<file path="src/rtl/dda_pkg.sv">
// Shared definitions for the DDA command feeder: defaults, command layout and
// feeder FSM states.
package dda_pkg;

    localparam int unsigned NMAX_DEF   = 50;
    localparam int unsigned PERIOD_DEF = 20000;

    typedef struct packed {
        logic       dir;
        logic [6:0] mag;
    } dda_cmd_t;

    typedef enum logic [1:0] {
        S_IDLE,
        S_WAIT,
        S_LOAD,
        S_STROBE
    } feed_state_t;

endpackage

</file>
<file path="src/rtl/feeder_fifo.sv">
// Synchronous DEPTH x 8 FIFO with registered level/full/empty; a push is
// accepted while full when a pop happens in the same cycle.
module feeder_fifo #(
    parameter int unsigned DEPTH = 16,
    localparam int unsigned AW = $clog2(DEPTH)
) (
    input  logic          clk,
    input  logic          rst_n,
    input  logic          push,
    input  logic          pop,
    input  logic [7:0]    wr_data,
    output logic [7:0]    rd_data,
    output logic [AW:0]   level,
    output logic          full,
    output logic          empty
);

    logic [7:0]    mem [DEPTH];
    logic [AW-1:0] wr_ptr;
    logic [AW-1:0] rd_ptr;
    logic          do_push;
    logic          do_pop;
    logic [AW:0]   level_next;

    assign do_pop  = pop && !empty;
    assign do_push = push && (!full || do_pop);
    assign rd_data = mem[rd_ptr];

    always_comb begin
        level_next = level;
        case ({do_push, do_pop})
            2'b10:   level_next = level + 1'b1;
            2'b01:   level_next = level - 1'b1;
            default: level_next = level;
        endcase
    end

    always_ff @(posedge clk) begin
        if (do_push)
            mem[wr_ptr] <= wr_data;
    end

    always_ff @(posedge clk or negedge rst_n) begin
        if (!rst_n) begin
            wr_ptr <= '0;
            rd_ptr <= '0;
            level  <= '0;
            full   <= 1'b0;
            empty  <= 1'b1;
        end else begin
            if (do_push)
                wr_ptr <= wr_ptr + 1'b1;
            if (do_pop)
                rd_ptr <= rd_ptr + 1'b1;
            level <= level_next;
            full  <= (level_next == (AW + 1)'(DEPTH));
            empty <= (level_next == '0);
        end
    end

endmodule

</file>
<file path="src/rtl/dda_feeder.sv">
// Periodic command feeder for the DDA: buffers host writes and issues one
// clamped command plus a load strobe per control period.
module dda_feeder
    import dda_pkg::*;
#(
    parameter int unsigned PERIOD = PERIOD_DEF,
    parameter int unsigned DEPTH  = 16,
    parameter int unsigned WR_LEN = 4,
    parameter int unsigned NMAX   = NMAX_DEF
) (
    input  logic                   clk,
    input  logic                   rst_n,
    input  logic                   run,
    input  logic [7:0]             host_data,
    input  logic                   host_wr,
    input  logic                   clr_flags,
    input  logic                   dda_busy,
    output logic [7:0]             dda_n,
    output logic                   dda_wr,
    output logic [$clog2(DEPTH):0] fifo_level,
    output logic                   fifo_full,
    output logic                   fifo_empty,
    output logic                   overflow,
    output logic                   underrun,
    output logic                   late,
    output logic                   clamped
);

    localparam int unsigned TW = $clog2(PERIOD);
    localparam int unsigned CW = $clog2(WR_LEN + 1);
    localparam logic [TW-1:0] T_LAST  = TW'(PERIOD - 1);
    localparam logic [CW-1:0] C_LAST  = CW'(WR_LEN);
    localparam logic [6:0]    MAG_MAX = 7'(NMAX);

    feed_state_t   state;
    logic [TW-1:0] timer;
    logic [CW-1:0] wr_cnt;
    logic [2:0]    wr_sync;
    logic          push;
    logic          pop;
    logic          tick;
    logic [7:0]    head;
    dda_cmd_t      head_cmd;
    dda_cmd_t      load_cmd;
    logic          over_limit;

    assign push = wr_sync[1] & ~wr_sync[2];
    assign pop  = (state == S_LOAD);
    assign tick = (timer == T_LAST);

    feeder_fifo #(.DEPTH(DEPTH)) u_fifo (
        .clk     (clk),
        .rst_n   (rst_n),
        .push    (push),
        .pop     (pop),
        .wr_data (host_data),
        .rd_data (head),
        .level   (fifo_level),
        .full    (fifo_full),
        .empty   (fifo_empty)
    );

    always_comb begin
        head_cmd   = dda_cmd_t'(head);
        over_limit = (head_cmd.mag > MAG_MAX);
        load_cmd   = head_cmd;
        if (fifo_empty)
            load_cmd = '0;
        else if (over_limit)
            load_cmd.mag = MAG_MAX;
    end

    always_ff @(posedge clk or negedge rst_n) begin
        if (!rst_n)
            wr_sync <= '0;
        else
            wr_sync <= {wr_sync[1:0], host_wr};
    end

    // Timer free-runs outside IDLE so LOAD/STROBE do not stretch the period.
    always_ff @(posedge clk or negedge rst_n) begin
        if (!rst_n) begin
            state  <= S_IDLE;
            timer  <= '0;
            wr_cnt <= '0;
            dda_n  <= '0;
            dda_wr <= 1'b0;
        end else begin
            timer <= tick ? '0 : timer + 1'b1;
            case (state)
                S_IDLE: begin
                    timer <= '0;
                    if (run)
                        state <= S_WAIT;
                end
                S_WAIT: begin
                    if (!run) begin
                        state <= S_IDLE;
                        timer <= '0;
                    end else if (tick) begin
                        state <= S_LOAD;
                    end
                end
                S_LOAD: begin
                    dda_n  <= load_cmd;
                    wr_cnt <= '0;
                    state  <= S_STROBE;
                end
                S_STROBE: begin
                    if (wr_cnt == C_LAST) begin
                        dda_wr <= 1'b0;
                        if (run) begin
                            state <= S_WAIT;
                        end else begin
                            state <= S_IDLE;
                            timer <= '0;
                        end
                    end else begin
                        dda_wr <= 1'b1;
                        wr_cnt <= wr_cnt + 1'b1;
                    end
                end
                default: state <= S_IDLE;
            endcase
        end
    end

    always_ff @(posedge clk or negedge rst_n) begin
        if (!rst_n) begin
            overflow <= 1'b0;
            underrun <= 1'b0;
            late     <= 1'b0;
            clamped  <= 1'b0;
        end else begin
            if (push && fifo_full && !pop)
                overflow <= 1'b1;
            else if (clr_flags)
                overflow <= 1'b0;
            if (pop && fifo_empty)
                underrun <= 1'b1;
            else if (clr_flags)
                underrun <= 1'b0;
            if (pop && dda_busy)
                late <= 1'b1;
            else if (clr_flags)
                late <= 1'b0;
            if (pop && !fifo_empty && over_limit)
                clamped <= 1'b1;
            else if (clr_flags)
                clamped <= 1'b0;
        end
    end

endmodule
</file>
<file path="config.mk">
export PLATFORM = sky130hd
export DESIGN_NAME = dda_feeder
export DESIGN_NICKNAME = d
export VERILOG_FILES = /design/src/rtl/dda_pkg.sv /design/src/rtl/feeder_fifo.sv /design/src/rtl/dda_feeder.sv
export SDC_FILE = /design/constraint.sdc
export NUM_CORES = 1
export LEC_CHECK = 0
export CORE_ASPECT_RATIO = 0.6
export CORE_UTILIZATION = 39
export CTS_BUF_LIST = sky130_fd_sc_hd__clkbuf_8
export DETAILED_ROUTE_END_ITERATION = 10
export GPL_TIMING_DRIVEN = 0
export SLEW_MARGIN = 10
export SYNTH_ARGS = -nofsm -noshare
export SYNTH_HDL_FRONTEND = slang
export SYNTH_SLANG_ARGS = --single-unit
</file>
<file path="constraint.sdc">
create_clock -name clk -period 4.4 [get_ports clk]
set_input_delay 0.88 -clock clk [delete_from_list [all_inputs] [get_ports clk]]
set_output_delay 0.88 -clock clk [all_outputs]
set_load 0.1 [all_outputs]
</file>
==> After elaboration in Yosys (flattened, before gate mapping) <==
Memory sizes are Yosys's and may differ from the RTL's.
Index checks and enable logic that the tools add are counted.
{ "word_totals": {"mem_count": 1, "elab_cells": 81, "latchBits": 0, "out_inout_bits": 20, "input_bits": 14, "romBits": 0, "ff_bits": 51, "ram_bits": 128} }
{ "memory_table": {"columns": ["memory", "words", "word_bits", "rd", "rd_clocked_by_memory_dff", "write_ports", "line", "rtl"], "rows": [
  ["u_fifo.mem", 16, 8, 1, 0, 1, "feeder_fifo.sv:18", "logic [7:0] mem [DEPTH];"]
]} }
{ "classes": {"n_addsub": 6, "div_mod_pow": 0, "n_lt_le_gt_ge": 1, "n_mul": 0, "bitwise_logic": 2, "reduce_logical": 20, "muxes": 24, "eq_ne": 12, "shifts": 0} }
{ "ops": {"columns": ["cell", "count"], "rows": [
  ["$mux W15", 3],
  ["$pmux W15 S3", 1],
  ["$add A15 B1 Y15 const B", 1],
  ["$eq A15 B15 Y1 const B", 1],
  ["$mux W7", 2],
  ["$mux W1", 10],
  ["$pmux W5 S2", 1],
  ["$reduce_bool A2 Y1", 5],
  ["$add A4 B1 Y4 const B", 2],
  ["$mux W2", 4],
  ["$pmux W2 S4", 1],
  ["$gt A7 B6 Y1 const B", 1],
  ["$logic_and A1 B1 Y1", 7],
  ["$eq A2 B2 Y1 const B", 3],
  ["$ne A2 B2 Y1 const B", 3],
  ["$pmux W3 S2", 1],
  ["$add A5 B1 Y5 const B", 1],
  ["$eq A5 B5 Y1 const B", 1],
  ["$logic_not A5 Y1", 1],
  ["$sub A5 B1 Y5 const B", 1],
  ["$eq A2 B1 Y1 const B", 2],
  ["$add A3 B1 Y3 const B", 1],
  ["$eq A3 B3 Y1 const B", 1],
  ["$logic_not A1 Y1", 3],
  ["other kinds (8)", 8]
]} }

==> Longest topological paths before layout <==
Gate-level depths: netlist of the first run.
{ "logic_depth": {"depth_word": 7, "mapped_depth": 14, "depth_no_buf": 13} }

==> Modules after synthesis <==
From an unflattened synthesis of the first run, not the netlist that was laid out.
{ "hier_totals": {"cells_unflattened": 433, "hier_area_um2": 7450.9} }
{ "by_module_without_submodules": {"columns": ["mod", "instances", "seq_area_each_um2", "cells_each", "area_each_um2"], "rows": [
  ["feeder_fifo", 1, 4220.3, 282, 5763.0],
  ["dda_feeder", 1, 900.9, 151, 1687.9]
]} }

==> Worst setup path after synthesis of the first run <==
OpenSTA, ideal clock, no wires.
{ "synth_timing": {"kind": "register to register", "start": "register u_fifo.empty", "end": "register u_fifo.full", "n_path_buf": 1, "t_required_ps": 4327, "setup_slack_ps": 970, "path_stages_with_launch": 14, "period_less_slack_ps": 3430, "setup_time_ps": 73, "t_arrival_ps": 3357, "cell_sequence": "dfstp_2 > nand2b_1 > clkbuf_1 > a21oi_1 > inv_1 > ha_1 > xor2_1 > ha_1 > a21oi_1 > xor2_1 > nor2_1 > xor2_1 > or4_1 > nor2b_1"} }
{ "synth_between": {"elab_chain_cells": 7, "elab_cells_between_ends": 8, "classes_between": "eq/ne: 3; mux: 1; reduce/logical: 4"} }
{ "synth_rtl": {"columns": ["element", "line", "rtl"], "rows": [
  ["from (decl)", "feeder_fifo.sv:15", "output logic empty"],
  ["from (signal assigned)", "feeder_fifo.sv:57", "empty <= (level_next == '0);"],
  ["$logic_not A1 Y1 (*)", "feeder_fifo.sv:25", "assign do_pop = pop && !empty;"],
  ["$logic_and A1 B1 Y1 (*)", "feeder_fifo.sv:25", null],
  ["$logic_or A1 B1 Y1", "feeder_fifo.sv:26", "assign do_push = push && (!full || do_pop);"],
  ["$logic_and A1 B1 Y1", "feeder_fifo.sv:26", null],
  ["$eq A2 B1 Y1 or $eq A2 B2 Y1 (tied branches)", "feeder_fifo.sv:31", "case ({do_push, do_pop})"],
  ["$pmux W5 S2 (*)", "feeder_fifo.sv:31", null],
  ["net u_fifo.level_next[2]", "feeder_fifo.sv:23", "logic [AW:0] level_next;"],
  ["$eq A5 B5 Y1 (*)", "feeder_fifo.sv:56", "full <= (level_next == (AW + 1)'(DEPTH));"],
  ["to (signal assigned)", "feeder_fifo.sv:56", null],
  ["to (decl)", "feeder_fifo.sv:14", "output logic full,"]
]} }
Mark *: on every way through the listed nets, which the timed path passes. The rest lies on a longest branch.
A chain may end at the register's enable or synchronous reset.

==> summary.md, run 1 <==
| Metric | Value |
|---|---|
| Status | `finished, final reports clean` |
| Critical path type | `flop to flop` |
| Core area | `18,210 sq um` |
| Pins over their slew limit | `0` |
| RSZ-0062 raised after global routing | `false` |
| 1st-iter DRT viols | `454` |
| I/O Pins | `34` |
| Clk_lat worst skew | `0.45 ns` |
| Pwr dens | `629.9 nW/um^2` |
| Die width | `178.7 um` |
| Layout cells sized above 1 | `16.18%` |
| Initial antenna violation count | `0` |
| Sink Count | `179` |
| Layout area overhead | `15.38%` |
| Fin cells | `753` |
| Reg-to-reg endpoint | `u_fifo.full$_DFF_PN0_` |
| VDD IR max | `262.4 uV` |
| Final setup viols | `0` |
| Min-Delay Path Class | `input pin to async pin` |
| Vert. Die Dim | `108 um` |
| Max Clock Skew | `0.01447 ns` |
| First drt pass iteration count | `5` |
| Critical-path cell list | `nor2b_1, nand2b_1, clkbuf_1, a21oi_2, inv_1, ha_1, xor2_1, ha_1, a21oi_1, xor2_1, nor2_1, xor2_1, or4_1, nor2b_1` |
| Async SR Flop Fraction | `28.49%` |
| Unique masters post-synth | `47` |
| Design Power | `5.308 mW` |
| CP delay by family, top | `simple AND/OR/NAND/NOR gates` |
| Critical path buffers and inverters | `2` |
| Nets | `525` |
| Placed cell area | `7976 sq um` |
| Vias per inst | `5.406` |
| Post-Layout Inst Area | `8427 sq um` |
| Post-detailed-placement half-perimeter wirelength | `10.34 mm` |
| Final wirelength | `15.22 mm` |
| Crit-path max cell delay | `0.58 ns` |
| Worst slew pin tran | `1.171 ns` |
| Critical Path Fanout Max | `9` |
| Slowest cell on crit path | `or4_1` |
| Vias in the first global route | `4,079` |
| Ys Warns | `0` |
| Leading register cell type out of synthesis | `edfxtp_1` |
| Pleak | `2.905 nW` |
| Peak Freq | `255.6 MHz` |
| Post-synth EDFFs | `128` |
| R2R depth | `14` |
| FP Rows | `38` |
| Register area share after synthesis | `70.12%` |
| Final TNS setup | `0 ns` |
| Final Hold Vio Count | `0` |
| Post-Syn Instances | `446` |
| Syn_area_per_cell | `16.38 sq um` |
| Commonest non-fill, non-tap cell in the layout | `edfxtp_1` |
| Global-route wire length before repair | `23.44 mm` |
| Drt drc | `0` |
| RePlAce Congestion | `0.7718` |
| Number of synthesized register bits | `179` |
| Num CTS Buffers | `17` |
| CTS Buffer Depth | `2` |
| CTS tree | `yes` |
| Grt total ovfl | `0` |
| Routed WL per cell | `20.21 um` |
| Clock root buffer | `clkbuf_8` |
| Minimum clock period | `3.913 ns` |
| Hold Buf Count CTS | `0` |
| Startpoint types | `flop` |
| Worst setup EP type | `flop` |
| Die area | `19,300 sq um` |
| Flop-to-flop setup slack | `0.49 ns` |
| Worst path most repeated cell | `xor2_1` |
| Final cycle utilization of the critical path | `88.93%` |
| H-tree levels | `4` |
| Commonest cells after routing, fill and taps aside | `edfxtp_1, dfrtp_1, nand2_1` |
| Headroom to the max-slew limit | `21.64%` |
| GRT Total Usage | `17.02%` |
| WP data required | `4.77 ns` |
| Placed Instances | `721` |
| Largest net degree at the start of global routing | `33` |
| Antenna Nets Post-Route | `0` |
| Max Cap Viol | `0` |
| Routed vias | `4,071` |
| Clk pin slew, worst setup/hold paths | `0.11 ns` |
| Worst Path Arrival | `4.28 ns` |
| Setup Buffers After CTS | `0` |
| Syn_nets | `471` |
| Initial Utilization | `40.11%` |
| Port bufs | `33` |
| Mapped Area | `7303 sq um` |
| Diodes inserted | `0` |
## where the power goes
part / internal, mW / switching (mW)
logic: 0.683 / 1.27
registers: 2.00 / 0.131
clock network: 0.549 / 0.674
## metrics by stage
| stage | hold WS (ns) | utilization (%) | setup WS, ns |
|---|---|---|---|
| CTS | 0.3650 | 46.26 | 0.2131 |
| finish | 0.3679 | 46.28 | 0.4869 |
| detailed placement | 0.3371 | 43.80 | 0.2973 |
| global placement | 0.3373 | 43.57 | 0.4333 |
| global route | 0.3708 | 46.28 | 0.1776 |
| floorplan | 0.3312 | - | 0.9699 |
## cell families after synthesis
family	share of synthesized area [%]
flip-flops	70.12
AND/OR/NAND/NOR	7.864
AO/OA/AOI/OAI	4.163
multiplexers	11.39
buffers and inverters	1.696
XOR/XNOR	2.878
adder cells (fa/ha/maj)	1.885
## synth_stat cells (2+ instances only)
cell | instances | area share (%)
xor2_1 | 12 | 1.4
inv_1 | 8 | 0.41
nand2b_1 | 6 | 0.51
o21ai_0 | 13 | 0.89
a21oi_1 | 11 | 0.75
ha_1 | 11 | 1.9
nand4_1 | 4 | 0.34
buf_2 | 2 | 0.14
edfxtp_1 | 128 | 53
dfrtp_1 | 50 | 17
nor2b_1 | 6 | 0.51
and2_1 | 2 | 0.17
nand3_1 | 19 | 1.3
clkbuf_1 | 10 | 0.51
and3_1 | 4 | 0.34
mux4_2 | 32 | 9.9
nor4b_1 | 2 | 0.24
mux4_1 | 3 | 1.1
a22o_1 | 6 | 0.72
buf_1 | 3 | 0.15
o211ai_1 | 2 | 0.21
xnor2_1 | 12 | 1.4
nand2_1 | 35 | 1.8
nor3_1 | 4 | 0.27
nor2_1 | 34 | 1.7
mux2_2 | 2 | 0.31
o31ai_1 | 2 | 0.21
a22oi_1 | 4 | 0.41
## worst register-to-register path: cells and delay by family (launching register included)
kind / cells / cell delay (ns)
AOI/OAI and AO/OA: 2 / 0.62
xor gates and xnor gates: 3 / 0.52
buffers and inverters: 2 / 0.36
and+or+nand+nor: 5 / 1.33
adders and majority gates: 2 / 0.54
DFF: 1 / 0.46
## layout make-up
class	count	area (sq um)
Buffer	17	90.09
Clock buffer	17	234.0
Clock inverter	15	212.7
Fill cell	1554	9783
Inverter	9	33.78
Multi-Input combinational cell	241	2082
Sequential cell	179	5121
Tap cell	240	300.3
Timing Repair Buffer	35	352.8
## how the worst max path moves through the flow
| stage | from | slack [ns] | cells after the start | to |
|---|---|---|---|---|
| 6_report | flop | 0.49 | 14 | u_fifo.full$_DFF_PN0_ |
| 5_1_grt | flop | 0.18 | 14 | u_fifo.full$_DFF_PN0_ |
| 4_1_cts | flop | 0.21 | 14 | u_fifo.full$_DFF_PN0_ |
| 3_5_place_dp | flop | 0.30 | 14 | u_fifo.full$_DFF_PN0_ |
| 3_3_place_gp | flop | 0.43 | 14 | u_fifo.full$_DFF_PN0_ |
| 2_1_floorplan | u_fifo.empty$_DFF_PN1_ | 0.97 | 13 | u_fifo.full$_DFF_PN0_ |
## routing by layer
| metal | part of all wire, % | track usage, % | vias up |
|---|---|---|---|
| li1 | - | - | 1809 |
| met1 | 49 | 26.12 | 2109 |
| met2 | 44 | 24.17 | 132 |
| met3 | 6.0 | 4.044 | 21 |
| met4 | 1.3 | 4.358 | 0 |
| met5 | 0 | 0 | - |
## state kept, by name, indices dropped and copies added, names as in the netlist, named ones only
register and flops:
clamped 1, dda_n 8, dda_wr 1, late 1, overflow 1, state 1
timer 15, u_fifo.empty 1, u_fifo.full 1, u_fifo.level 5, u_fifo.mem 128, u_fifo.rd_ptr 4
u_fifo.wr_ptr 4, underrun 1, wr_cnt 3, wr_sync 3
## timing repair
action	4_1_cts	5_1_grt
resized for setup	0	1
hold endpoints to repair	0	0
endpoints found under the setup margin	0	2
No activity file was read; power rests on OpenSTA's default activity.
==> run 2: changes to the inputs <==
--- a/config.mk
+++ b/config.mk
@@ -10,6 +10,7 @@
 export CTS_BUF_LIST = sky130_fd_sc_hd__clkbuf_8
 export DETAILED_ROUTE_END_ITERATION = 10
 export GPL_TIMING_DRIVEN = 0
+export SETUP_SLACK_MARGIN = 0.1
 export SLEW_MARGIN = 10
 export SYNTH_ARGS = -nofsm -noshare
 export SYNTH_HDL_FRONTEND = slang
==> results of run 2 <==
No change in the layout: final DEF, timing and power equal those of run 1.
